### config.mk
export PLATFORM = sky130hd
export DESIGN_NAME = crc_word_sequencer_flat
export DESIGN_NICKNAME = d
export VERILOG_FILES = /design/src/rtl/crc_word_sequencer_if.sv /design/src/rtl/crc_word_sequencer.sv /design/src/flat_wrapper.sv
export SDC_FILE = /design/constraint.sdc
export NUM_CORES = 1
export LEC_CHECK = 0
export ABC_CLOCK_PERIOD_IN_PS = 2100
export BUFFER_PORTS_ARGS = -buffer_cell sky130_fd_sc_hd__buf_2
export CORE_UTILIZATION = 28
export CTS_CLUSTER_SIZE = 12
export DETAILED_ROUTE_END_ITERATION = 7
export PLACE_DENSITY = 0.54
export SLEW_MARGIN = 30
export SYNTH_ARGS = -nofsm -noshare
export SYNTH_HDL_FRONTEND = slang
export SYNTH_SLANG_ARGS = --single-unit
export TNS_END_PERCENT = 30
### constraint.sdc
create_clock -name i_sys_clk -period 2.1 [get_ports i_sys_clk]
set_input_delay 0.42 -clock i_sys_clk [delete_from_list [all_inputs] [get_ports i_sys_clk]]
set_output_delay 0.42 -clock i_sys_clk [all_outputs]
set_load 0.01 [all_outputs]
### src/rtl/crc_word_sequencer_if.sv
// Word-side, rx-CRC, engine-side and frame-status signals of crc_word_sequencer.
// The slave modport is the sequencer itself; master is whatever drives it.
interface crc_word_sequencer_if;
   logic        i_seq_en;
   logic        i_word_valid;
   logic [15:0] i_word;
   logic        i_word_last;
   logic        o_word_ready;
   logic        i_chk_mode;
   logic [4:0]  i_rx_crc;
   logic        i_rx_crc_valid;
   logic        o_crc_en;
   logic        o_crc_data_valid;
   logic        o_crc_last_byte;
   logic [7:0]  o_crc_data;
   logic [4:0]  i_crc_value;
   logic        i_crc_valid;
   logic [4:0]  o_frame_crc;
   logic        o_frame_done;
   logic        o_crc_error;
   logic        o_busy;

   // Word handshake: a word transfers on a rising edge where i_word_valid and
   // o_word_ready are both high; the driver holds i_word/i_word_last while not ready.
   modport slave (
      input  i_seq_en, i_word_valid, i_word, i_word_last, i_chk_mode,
             i_rx_crc, i_rx_crc_valid, i_crc_value, i_crc_valid,
      output o_word_ready, o_crc_en, o_crc_data_valid, o_crc_last_byte,
             o_crc_data, o_frame_crc, o_frame_done, o_crc_error, o_busy
   );

   modport master (
      output i_seq_en, i_word_valid, i_word, i_word_last, i_chk_mode,
             i_rx_crc, i_rx_crc_valid, i_crc_value, i_crc_valid,
      input  o_word_ready, o_crc_en, o_crc_data_valid, o_crc_last_byte,
             o_crc_data, o_frame_crc, o_frame_done, o_crc_error, o_busy
   );
endinterface

### src/rtl/crc_word_sequencer.sv
// Feeds 16-bit words into the 5-bit HDR-DDR CRC engine one byte at a time (MSB
// byte first), closes the frame, captures the CRC and optionally checks it.
module crc_word_sequencer #(
   parameter int SHIFT_CYCLES = 8,
   parameter int CRC_TIMEOUT  = 4
) (
   input  logic                  i_sys_clk,
   input  logic                  i_sys_rst,
   crc_word_sequencer_if.slave   bus,
   output logic [3:0]            o_dbg_state
);

   typedef enum logic [3:0] {
      IDLE     = 4'd0,
      LOAD_HI  = 4'd1,
      SHIFT_HI = 4'd2,
      LOAD_LO  = 4'd3,
      SHIFT_LO = 4'd4,
      LAST     = 4'd5,
      WAIT_CRC = 4'd6,
      CHECK    = 4'd7,
      DONE     = 4'd8,
      ABORT    = 4'd9
   } state_t;

   state_t      state_q, state_d;
   logic [15:0] word_q, word_d;
   logic        last_q, last_d;
   logic        frame_open_q, frame_open_d;
   logic        mode_q, mode_d;
   logic [4:0]  rx_crc_q, rx_crc_d;
   logic        rx_lat_q, rx_lat_d;
   logic [7:0]  byte_q, byte_d;
   logic [3:0]  cnt_q, cnt_d;
   logic [3:0]  tmo_q, tmo_d;
   logic [4:0]  frame_crc_q, frame_crc_d;
   logic        err_q, err_d;

   logic        ready_c, dv_c, lb_c, done_c, abort_c;

   always_ff @(posedge i_sys_clk or negedge i_sys_rst) begin
      if (!i_sys_rst) begin
         state_q      <= IDLE;
         word_q       <= '0;
         last_q       <= 1'b0;
         frame_open_q <= 1'b0;
         mode_q       <= 1'b0;
         rx_crc_q     <= '0;
         rx_lat_q     <= 1'b0;
         byte_q       <= '0;
         cnt_q        <= '0;
         tmo_q        <= '0;
         frame_crc_q  <= '0;
         err_q        <= 1'b0;
      end else begin
         state_q      <= state_d;
         word_q       <= word_d;
         last_q       <= last_d;
         frame_open_q <= frame_open_d;
         mode_q       <= mode_d;
         rx_crc_q     <= rx_crc_d;
         rx_lat_q     <= rx_lat_d;
         byte_q       <= byte_d;
         cnt_q        <= cnt_d;
         tmo_q        <= tmo_d;
         frame_crc_q  <= frame_crc_d;
         err_q        <= err_d;
      end
   end

   // An enable drop only aborts once a frame has something in flight.
   assign abort_c = !bus.i_seq_en &&
                    ((state_q inside {LOAD_HI, SHIFT_HI, LOAD_LO, SHIFT_LO,
                                      LAST, WAIT_CRC, CHECK}) ||
                     (state_q == IDLE && frame_open_q));

   always_comb begin
      state_d      = state_q;
      word_d       = word_q;
      last_d       = last_q;
      frame_open_d = frame_open_q;
      mode_d       = mode_q;
      rx_crc_d     = rx_crc_q;
      rx_lat_d     = rx_lat_q;
      byte_d       = byte_q;
      cnt_d        = cnt_q;
      tmo_d        = tmo_q;
      frame_crc_d  = frame_crc_q;
      err_d        = err_q;
      ready_c      = 1'b0;
      dv_c         = 1'b0;
      lb_c         = 1'b0;
      done_c       = 1'b0;

      // Rx CRC may arrive before the first word; the latest strobe wins.
      if (bus.i_rx_crc_valid && (frame_open_q || state_q == IDLE)) begin
         rx_crc_d = bus.i_rx_crc;
         rx_lat_d = 1'b1;
      end

      case (state_q)
         IDLE: begin
            ready_c = bus.i_seq_en;
            if (bus.i_seq_en && bus.i_word_valid) begin
               word_d       = bus.i_word;
               last_d       = bus.i_word_last;
               byte_d       = bus.i_word[15:8];
               frame_open_d = 1'b1;
               if (!frame_open_q) mode_d = bus.i_chk_mode;
               state_d      = LOAD_HI;
            end
         end
         LOAD_HI: begin
            dv_c    = 1'b1;
            cnt_d   = '0;
            state_d = SHIFT_HI;
         end
         SHIFT_HI: begin
            if (cnt_q == 4'(SHIFT_CYCLES - 1)) begin
               cnt_d   = '0;
               byte_d  = word_q[7:0];
               state_d = LOAD_LO;
            end else begin
               cnt_d = cnt_q + 4'd1;
            end
         end
         LOAD_LO: begin
            dv_c    = 1'b1;
            cnt_d   = '0;
            state_d = SHIFT_LO;
         end
         SHIFT_LO: begin
            if (cnt_q == 4'(SHIFT_CYCLES - 1)) begin
               cnt_d   = '0;
               state_d = last_q ? LAST : IDLE;
            end else begin
               cnt_d = cnt_q + 4'd1;
            end
         end
         LAST: begin
            lb_c    = 1'b1;
            tmo_d   = '0;
            state_d = WAIT_CRC;
         end
         WAIT_CRC: begin
            if (bus.i_crc_valid) begin
               frame_crc_d = bus.i_crc_value;
               state_d     = CHECK;
            end else if (tmo_q == 4'(CRC_TIMEOUT - 1)) begin
               err_d   = 1'b1;
               state_d = DONE;
            end else begin
               tmo_d = tmo_q + 4'd1;
            end
         end
         CHECK: begin
            // Receive mode waits here indefinitely for the far-end CRC.
            if (!mode_q) begin
               err_d   = 1'b0;
               state_d = DONE;
            end else if (bus.i_rx_crc_valid) begin
               err_d   = (bus.i_rx_crc != frame_crc_q);
               state_d = DONE;
            end else if (rx_lat_q) begin
               err_d   = (rx_crc_q != frame_crc_q);
               state_d = DONE;
            end
         end
         DONE: begin
            done_c       = 1'b1;
            frame_open_d = 1'b0;
            rx_lat_d     = 1'b0;
            rx_crc_d     = '0;
            state_d      = IDLE;
         end
         ABORT: begin
            lb_c         = 1'b1;
            frame_open_d = 1'b0;
            rx_lat_d     = 1'b0;
            rx_crc_d     = '0;
            state_d      = IDLE;
         end
         default: state_d = IDLE;
      endcase

      if (abort_c) begin
         state_d     = ABORT;
         cnt_d       = '0;
         frame_crc_d = frame_crc_q;
         err_d       = err_q;
      end
   end

   assign bus.o_word_ready     = ready_c;
   assign bus.o_crc_data_valid = dv_c;
   assign bus.o_crc_last_byte  = lb_c;
   assign bus.o_crc_data       = byte_q;
   assign bus.o_crc_en         = frame_open_q || (state_q == ABORT);
   assign bus.o_frame_crc      = frame_crc_q;
   assign bus.o_frame_done     = done_c;
   assign bus.o_crc_error      = done_c && err_q;
   assign bus.o_busy           = (state_q != IDLE) || frame_open_q;
   assign o_dbg_state          = state_q;

endmodule

### src/flat_wrapper.sv
// flat-port wrapper written by rule: the top's interface ports become plain ports
module crc_word_sequencer_flat 
#(
   parameter int SHIFT_CYCLES = 8,
   parameter int CRC_TIMEOUT  = 4
)
  (i_sys_clk, i_sys_rst, o_dbg_state, bus_i_seq_en, bus_i_word_valid, bus_i_word, bus_i_word_last, bus_i_chk_mode, bus_i_rx_crc, bus_i_rx_crc_valid, bus_i_crc_value, bus_i_crc_valid, bus_o_word_ready, bus_o_crc_en, bus_o_crc_data_valid, bus_o_crc_last_byte, bus_o_crc_data, bus_o_frame_crc, bus_o_frame_done, bus_o_crc_error, bus_o_busy);
  crc_word_sequencer_if bus_i ();
  input  logic i_sys_clk;
  input  logic i_sys_rst;
  output logic [3:0] o_dbg_state;
  input wire logic [$bits(bus_i.i_seq_en)-1:0] bus_i_seq_en;
  input wire logic [$bits(bus_i.i_word_valid)-1:0] bus_i_word_valid;
  input wire logic [$bits(bus_i.i_word)-1:0] bus_i_word;
  input wire logic [$bits(bus_i.i_word_last)-1:0] bus_i_word_last;
  input wire logic [$bits(bus_i.i_chk_mode)-1:0] bus_i_chk_mode;
  input wire logic [$bits(bus_i.i_rx_crc)-1:0] bus_i_rx_crc;
  input wire logic [$bits(bus_i.i_rx_crc_valid)-1:0] bus_i_rx_crc_valid;
  input wire logic [$bits(bus_i.i_crc_value)-1:0] bus_i_crc_value;
  input wire logic [$bits(bus_i.i_crc_valid)-1:0] bus_i_crc_valid;
  output wire logic [$bits(bus_i.o_word_ready)-1:0] bus_o_word_ready;
  output wire logic [$bits(bus_i.o_crc_en)-1:0] bus_o_crc_en;
  output wire logic [$bits(bus_i.o_crc_data_valid)-1:0] bus_o_crc_data_valid;
  output wire logic [$bits(bus_i.o_crc_last_byte)-1:0] bus_o_crc_last_byte;
  output wire logic [$bits(bus_i.o_crc_data)-1:0] bus_o_crc_data;
  output wire logic [$bits(bus_i.o_frame_crc)-1:0] bus_o_frame_crc;
  output wire logic [$bits(bus_i.o_frame_done)-1:0] bus_o_frame_done;
  output wire logic [$bits(bus_i.o_crc_error)-1:0] bus_o_crc_error;
  output wire logic [$bits(bus_i.o_busy)-1:0] bus_o_busy;
  assign bus_i.i_seq_en = bus_i_seq_en;
  assign bus_i.i_word_valid = bus_i_word_valid;
  assign bus_i.i_word = bus_i_word;
  assign bus_i.i_word_last = bus_i_word_last;
  assign bus_i.i_chk_mode = bus_i_chk_mode;
  assign bus_i.i_rx_crc = bus_i_rx_crc;
  assign bus_i.i_rx_crc_valid = bus_i_rx_crc_valid;
  assign bus_i.i_crc_value = bus_i_crc_value;
  assign bus_i.i_crc_valid = bus_i_crc_valid;
  assign bus_o_word_ready = bus_i.o_word_ready;
  assign bus_o_crc_en = bus_i.o_crc_en;
  assign bus_o_crc_data_valid = bus_i.o_crc_data_valid;
  assign bus_o_crc_last_byte = bus_i.o_crc_last_byte;
  assign bus_o_crc_data = bus_i.o_crc_data;
  assign bus_o_frame_crc = bus_i.o_frame_crc;
  assign bus_o_frame_done = bus_i.o_frame_done;
  assign bus_o_crc_error = bus_i.o_crc_error;
  assign bus_o_busy = bus_i.o_busy;
  crc_word_sequencer #(.SHIFT_CYCLES(SHIFT_CYCLES), .CRC_TIMEOUT(CRC_TIMEOUT)) u_core (.i_sys_clk(i_sys_clk), .i_sys_rst(i_sys_rst), .bus(bus_i), .o_dbg_state(o_dbg_state));
endmodule
# Yosys cells after proc, flatten, opt, wreduce, memory -nomap -nowiden
# Index checks and enable logic that the tools add are counted.
totals:
  reg_bits: 43
  inputBits: 34
  output_inout_bits: 24
op_classes:
  addsub: 2
  n_eq_ne: 24
  mux: 36
  n_bitwise: 2
  reduce_logical: 31
op_table:
  columns: ["op", "count"]
  rows:
  - ["4-bit two-way mux", 13]
  - ["4-bit case mux with 8 select lines", 1]
  - ["4-bit by 3-bit equality test with 1-bit output, second input constant", 5]
  - ["8-bit two-way mux", 2]
  - ["4-bit case mux with 2 select lines", 2]
  - ["8-bit case mux with 2 select lines", 1]
  - ["4-bit by 2-bit equality test with 1-bit output, second input constant", 3]
  - ["1-bit two-way mux", 12]
  - ["3-bit AND reduction", 4]
  - ["5-bit two-way mux", 2]
  - ["2-bit inequality test, second input constant", 5]
  - ["5-bit inequality test", 2]
  - ["5-bit AND reduction", 2]
  - ["2-bit nonzero test", 5]
  - ["3-bit by 2-bit inequality test with 1-bit output, second input constant", 3]
  - ["4-bit by 1-bit adder with 4-bit output, second input constant", 2]
  - ["4-bit equality test, second input constant", 2]
  - ["2-bit OR reduction", 4]
  - ["7-bit nonzero test", 1]
  - ["1-bit logical AND", 5]
  - ["5-bit inequality test, second input constant", 1]
  - ["4-bit by 1-bit equality test with 1-bit output, second input constant", 1]
  - ["4-bit logical NOT", 1]
  - ["1-bit logical OR", 4]
  - ["9 further kinds", 12]

# Logic depth before layout (Yosys ltp)
logic_depth:
  depth_word: 6
  mapped_depth: 6
  mapped_depth_nobuf: 5

# Worst setup path before layout
# Ideal clock, no wire load.
synth_path:
  kind: "reg2reg"
  from: "register u_core.state_q[1], in the netlist u_core.o_dbg_state[1]"
  to: "register u_core.mode_q"
  setup_time_ns: 0.127
  arrival_time_ns: 1.653
  slack_ns: 0.319
  path_stages_with_launch: 6
  path_buffers: 1
  path_cell_list: "dfrtp_1 -> buf_6 -> nor4_4 -> and3_4 -> and2b_1 -> mux2_1"
synth_between:
  elab_chain_cells: 2
synth_lines:
  columns: ["element", "line", "rtl"]
  rows:
  - ["start, declared", "crc_word_sequencer.sv:26", "state_t state_q, state_d;"]
  - ["start signal, assigned", "crc_word_sequencer.sv:56", "state_q <= state_d;"]
  - ["4-bit logical NOT", "crc_word_sequencer.sv:101", "case (state_q)"]
  - ["3-bit AND reduction (no source line)", null, null]
  - ["end signal, assigned", "crc_word_sequencer.sv:60", "mode_q <= mode_d;"]
  - ["end, declared", "crc_word_sequencer.sv:30", "logic mode_q, mode_d;"]
# Every way passes these cells.
# A chain may end at the register's enable or synchronous reset.

# Worst setup path in the final report
layout_path:
  from: "register u_core.state_q[0], in the netlist u_core.o_dbg_state[0]"
  to: "output bus_o_crc_last_byte"
layout_between:
  elab_chain_cells: 3
layout_lines:
  columns: ["element", "line", "rtl"]
  rows:
  - ["4-bit equality test / 4-bit by 3-bit equality test with 1-bit output (equally long branches)", "crc_word_sequencer.sv:101", null]
  - ["2-bit OR reduction (no source line) *", null, null]
  - ["1-bit two-way mux *", "crc_word_sequencer.sv:101", null]
  - ["end, declared", "flat_wrapper.sv:24", "output wire logic [$bits(bus_i.o_crc_last_byte)-1:0] bus_o_crc_last_byte;"]
# Every way passes the cells marked *; elsewhere a longest branch is shown, timed or not.

==> results.toml <==
[synth]
ys_seq_area_frac = 0.4454
synth-seq-cells = 43
synth-edff-count = 0
synth_common_cells = "dfrtp_1, nor2_1, mux2i_1, a21oi_1, mux2_4"
muxShareOfSynthArea = 0.1709
synthCells = 216
synthAdderAreaFrac = 0.01036
yosys-top-cells-area = "dfrtp_1, mux2i_1, mux2_4"
async_reset_ff_frac = 1.000
synth_most_common_cell = "dfrtp_1"
synthSimpleGateAreaFrac = 0.1911
synth_compound_area_frac = 0.1051
synth.net_count = 252
synth_top_family_by_area = "simple AND/OR/NAND/NOR gates"
ys.flop_type = "dfrtp_1"
yosys_warnings = 0
synth_xor_area_frac = 0.02900
syn_area_um2 = 2416
syn_avg_cell_area_um2 = 11.19
netlist.area_leader.share = 0.4454
netlist-cell-type-count = 53
synth_area_leader_cell = "dfrtp_1"

[worst_setup_path]
crit_path_top_delay_cell = "dfrtp_2"
critPathLaunch = "u_core.o_dbg_state[0]$_DFFE_PN0P_"
ff2ff_path_depth = 5
worst_setup_path_start_kind = "flip-flop"
critical_path.cell_chain = "buf_4 -> nor2b_1 -> nand3b_1 -> nand2_1 -> buf_2"
crit_path_max_fanout = 9
crit_type = "flip-flop to output port"
regToRegSetupSlack_ns = 0.17
r2r_start = "u_core.o_dbg_state[0]$_DFFE_PN0P_"
max_stage_delay_ns = 0.47
critPathArrivalTime_ns = 1.63
worstPathRequired_ns = 1.68
crit_path_end_kind = "output port"

[routing]
wl_per_cell_um = 14.49
avgViaCountPerCell = 4.781
first_iter_violations = 87
drc = 0
drt-pass1-iter-count = 4
wl_um = 5753
drtAntennaViolNets = 0
num_vias = 1898

[timing]
fin_crit_sh = 0.9765
slew_violations = 0
fin_crit_ns = 2.051
rsz0062_at_grt = "true"
final_hold_viol_count = 0
timing.fmax_mhz = 487.6
final-setup-viol-count = 0
tightest_slew_ns = 0.5745
slew-limit-headroom = 0.6170
setup_ws_ns = 0.04928
fin_skew_ns = 0.006323

[floorplanning]
chipHeight_um = 94.89
std_cell_rows = 33
start_util = 0.2911
core_um2 = 8299
fp.dieArea_um2 = 9004
die_w_um = 94.89
boundaryPins = 58

[flow_run]
maxCapViolations = 0

[place]
placed_area_um2 = 2874
place_ws_ns = 0.1553
place_hpwl_um = 4319
placed_cells = 382
globalplace.congestion = 0.8582
io_buffers = 57

[clock_network]
cts-root-buf = "clkbuf_8"
clock_latency_ns = 0.29
ctsHtreeMaxLevel = 2
clock-sinks = 43
clk_path_buf_depth = 2
numCtsBuffers = 5
path_clk_slew_ns = 0.08
ctsHoldBuffers = 0
cts_tree = "done"

[cells_and_area]
drive_gt1_frac = 0.4075
fillers = 845
n_antenna_cell = 0
syn_to_final_growth_pct = 24.81
final_cells = 397
final_core_util = 0.3633
layout.nets = 327
design_area_um2 = 3015

[global_routing]
busiest_layer = "met2"
use_met1 = 0.1975
grt_pass1_wl_um = 9542
gr-usage-met3 = 0.02335
grt_max_degree = 18
grt_pass1_vias = 1904
grt_antenna_before_repair = 0
grt_usage = 0.1366
gr-usage-met2 = 0.2092
overflow = 0

[pwr]
leakagePower_nw = 1.441
irDropWorstVdd_v = 0.0004161
p_per_area_nw_per_um2 = 1349
total_power_w = 0.004068

[hold_path]
hold_class = "primary input to asynchronous set/reset pin"

[run_status]
status = "completed"
worst paths after layout:
path                                                     end
min reg2reg                      u_core.cnt_q[2]$_DFFE_PN0P_
min in group i_sys_clk             u_core.mode_q$_DFFE_PN0P_
min                              u_core.rx_lat_q$_DFFE_PN0P_
max in group asynchronous  u_core.o_dbg_state[2]$_DFFE_PN0P_
max                                      bus_o_crc_last_byte
max reg2reg                u_core.o_dbg_state[1]$_DFFE_PN0P_
kinds of logic after synthesis:
logic type / count (synthesis)
compound gates: 37
xor+xnor: 8
fa+ha+maj: 2
buf+inv: 17
flops: 43
mux: 36
simple gates: 73
cells in the final DEF, fill, tap and decap left out, drive strengths merged, types with 2 or more instances in the layout:
cell    count
clkinv      3
nor2       26
or3         3
or2         2
nor4        4
buf        80
nor4b       2
nor3b       7
and3        3
nand3b      3
nand3       4
clkbuf      5
xor2        2
nor3        3
nand2       4
mux2       15
a21oi      18
dfrtp      43
ha          2
o21ai       7
and2        2
xnor2       6
o21bai      2
inv         5
a211oi      3
nor2b       2
mux2i      21
stage by stage:
stage / hold slack [ns] / setup TNS, ns
after detailed placement: 0.3602 / 0
after CTS: 0.03733 / 0
after global placement: 0.3629 / 0
after global routing: 0.05212 / -0.02720
after floorplan: 0.1244 / 0
final: 0.02643 / 0
registers in the layout (all words and copies together) (netlist names):
signal	cells
u_core.tmo_q	4
u_core.mode_q	1
u_core.err_q	1
u_core.frame_open_q	1
u_core.o_dbg_state	4
u_core.bus.o_frame_crc	5
u_core.rx_crc_q	5
u_core.last_q	1
u_core.word_q	8
u_core.rx_lat_q	1
u_core.bus.o_crc_data	8
u_core.cnt_q	4
where the power goes:
group          total [W]  switching, W  internal, W
logic            0.00204       0.00100      0.00104
clock network   0.000506      0.000278     0.000228
registers        0.00152      0.000329      0.00119
critical path, delay by kind of cell (launching register included):
family | cells | cell delay [ns]
AND/OR/NAND/NOR | 3 | 0.54
buffers and inverters | 2 | 0.32
flip-flops | 1 | 0.47
what timing repair did:
action / in CTS / in global routing
resized for setup: 3 / 1
buffers inserted: 0 / 7
endpoints found under the setup margin: 5 / 4
pin swaps: 1 / 1
layout make-up:
type                       instances  area, um2  share of cell area
multi-input combinational        156       1230              0.4079
inverter                           5      18.77            0.006224
clock buffer                       5      68.82             0.02282
sequential                        43       1081              0.3585
clock inverter                     3      15.01            0.004979
tap                              105      131.4             0.04357
timing repair buffer              80      470.5              0.1560
layer usage:
layer / up-vias / part of all wire
li1: 923 / -
met1: 919 / 0.50
met2: 49 / 0.45
met3: 7 / 0.044
met4: 0 / 0.012
met5: - / 0
(Power assumes the default switching activity.)
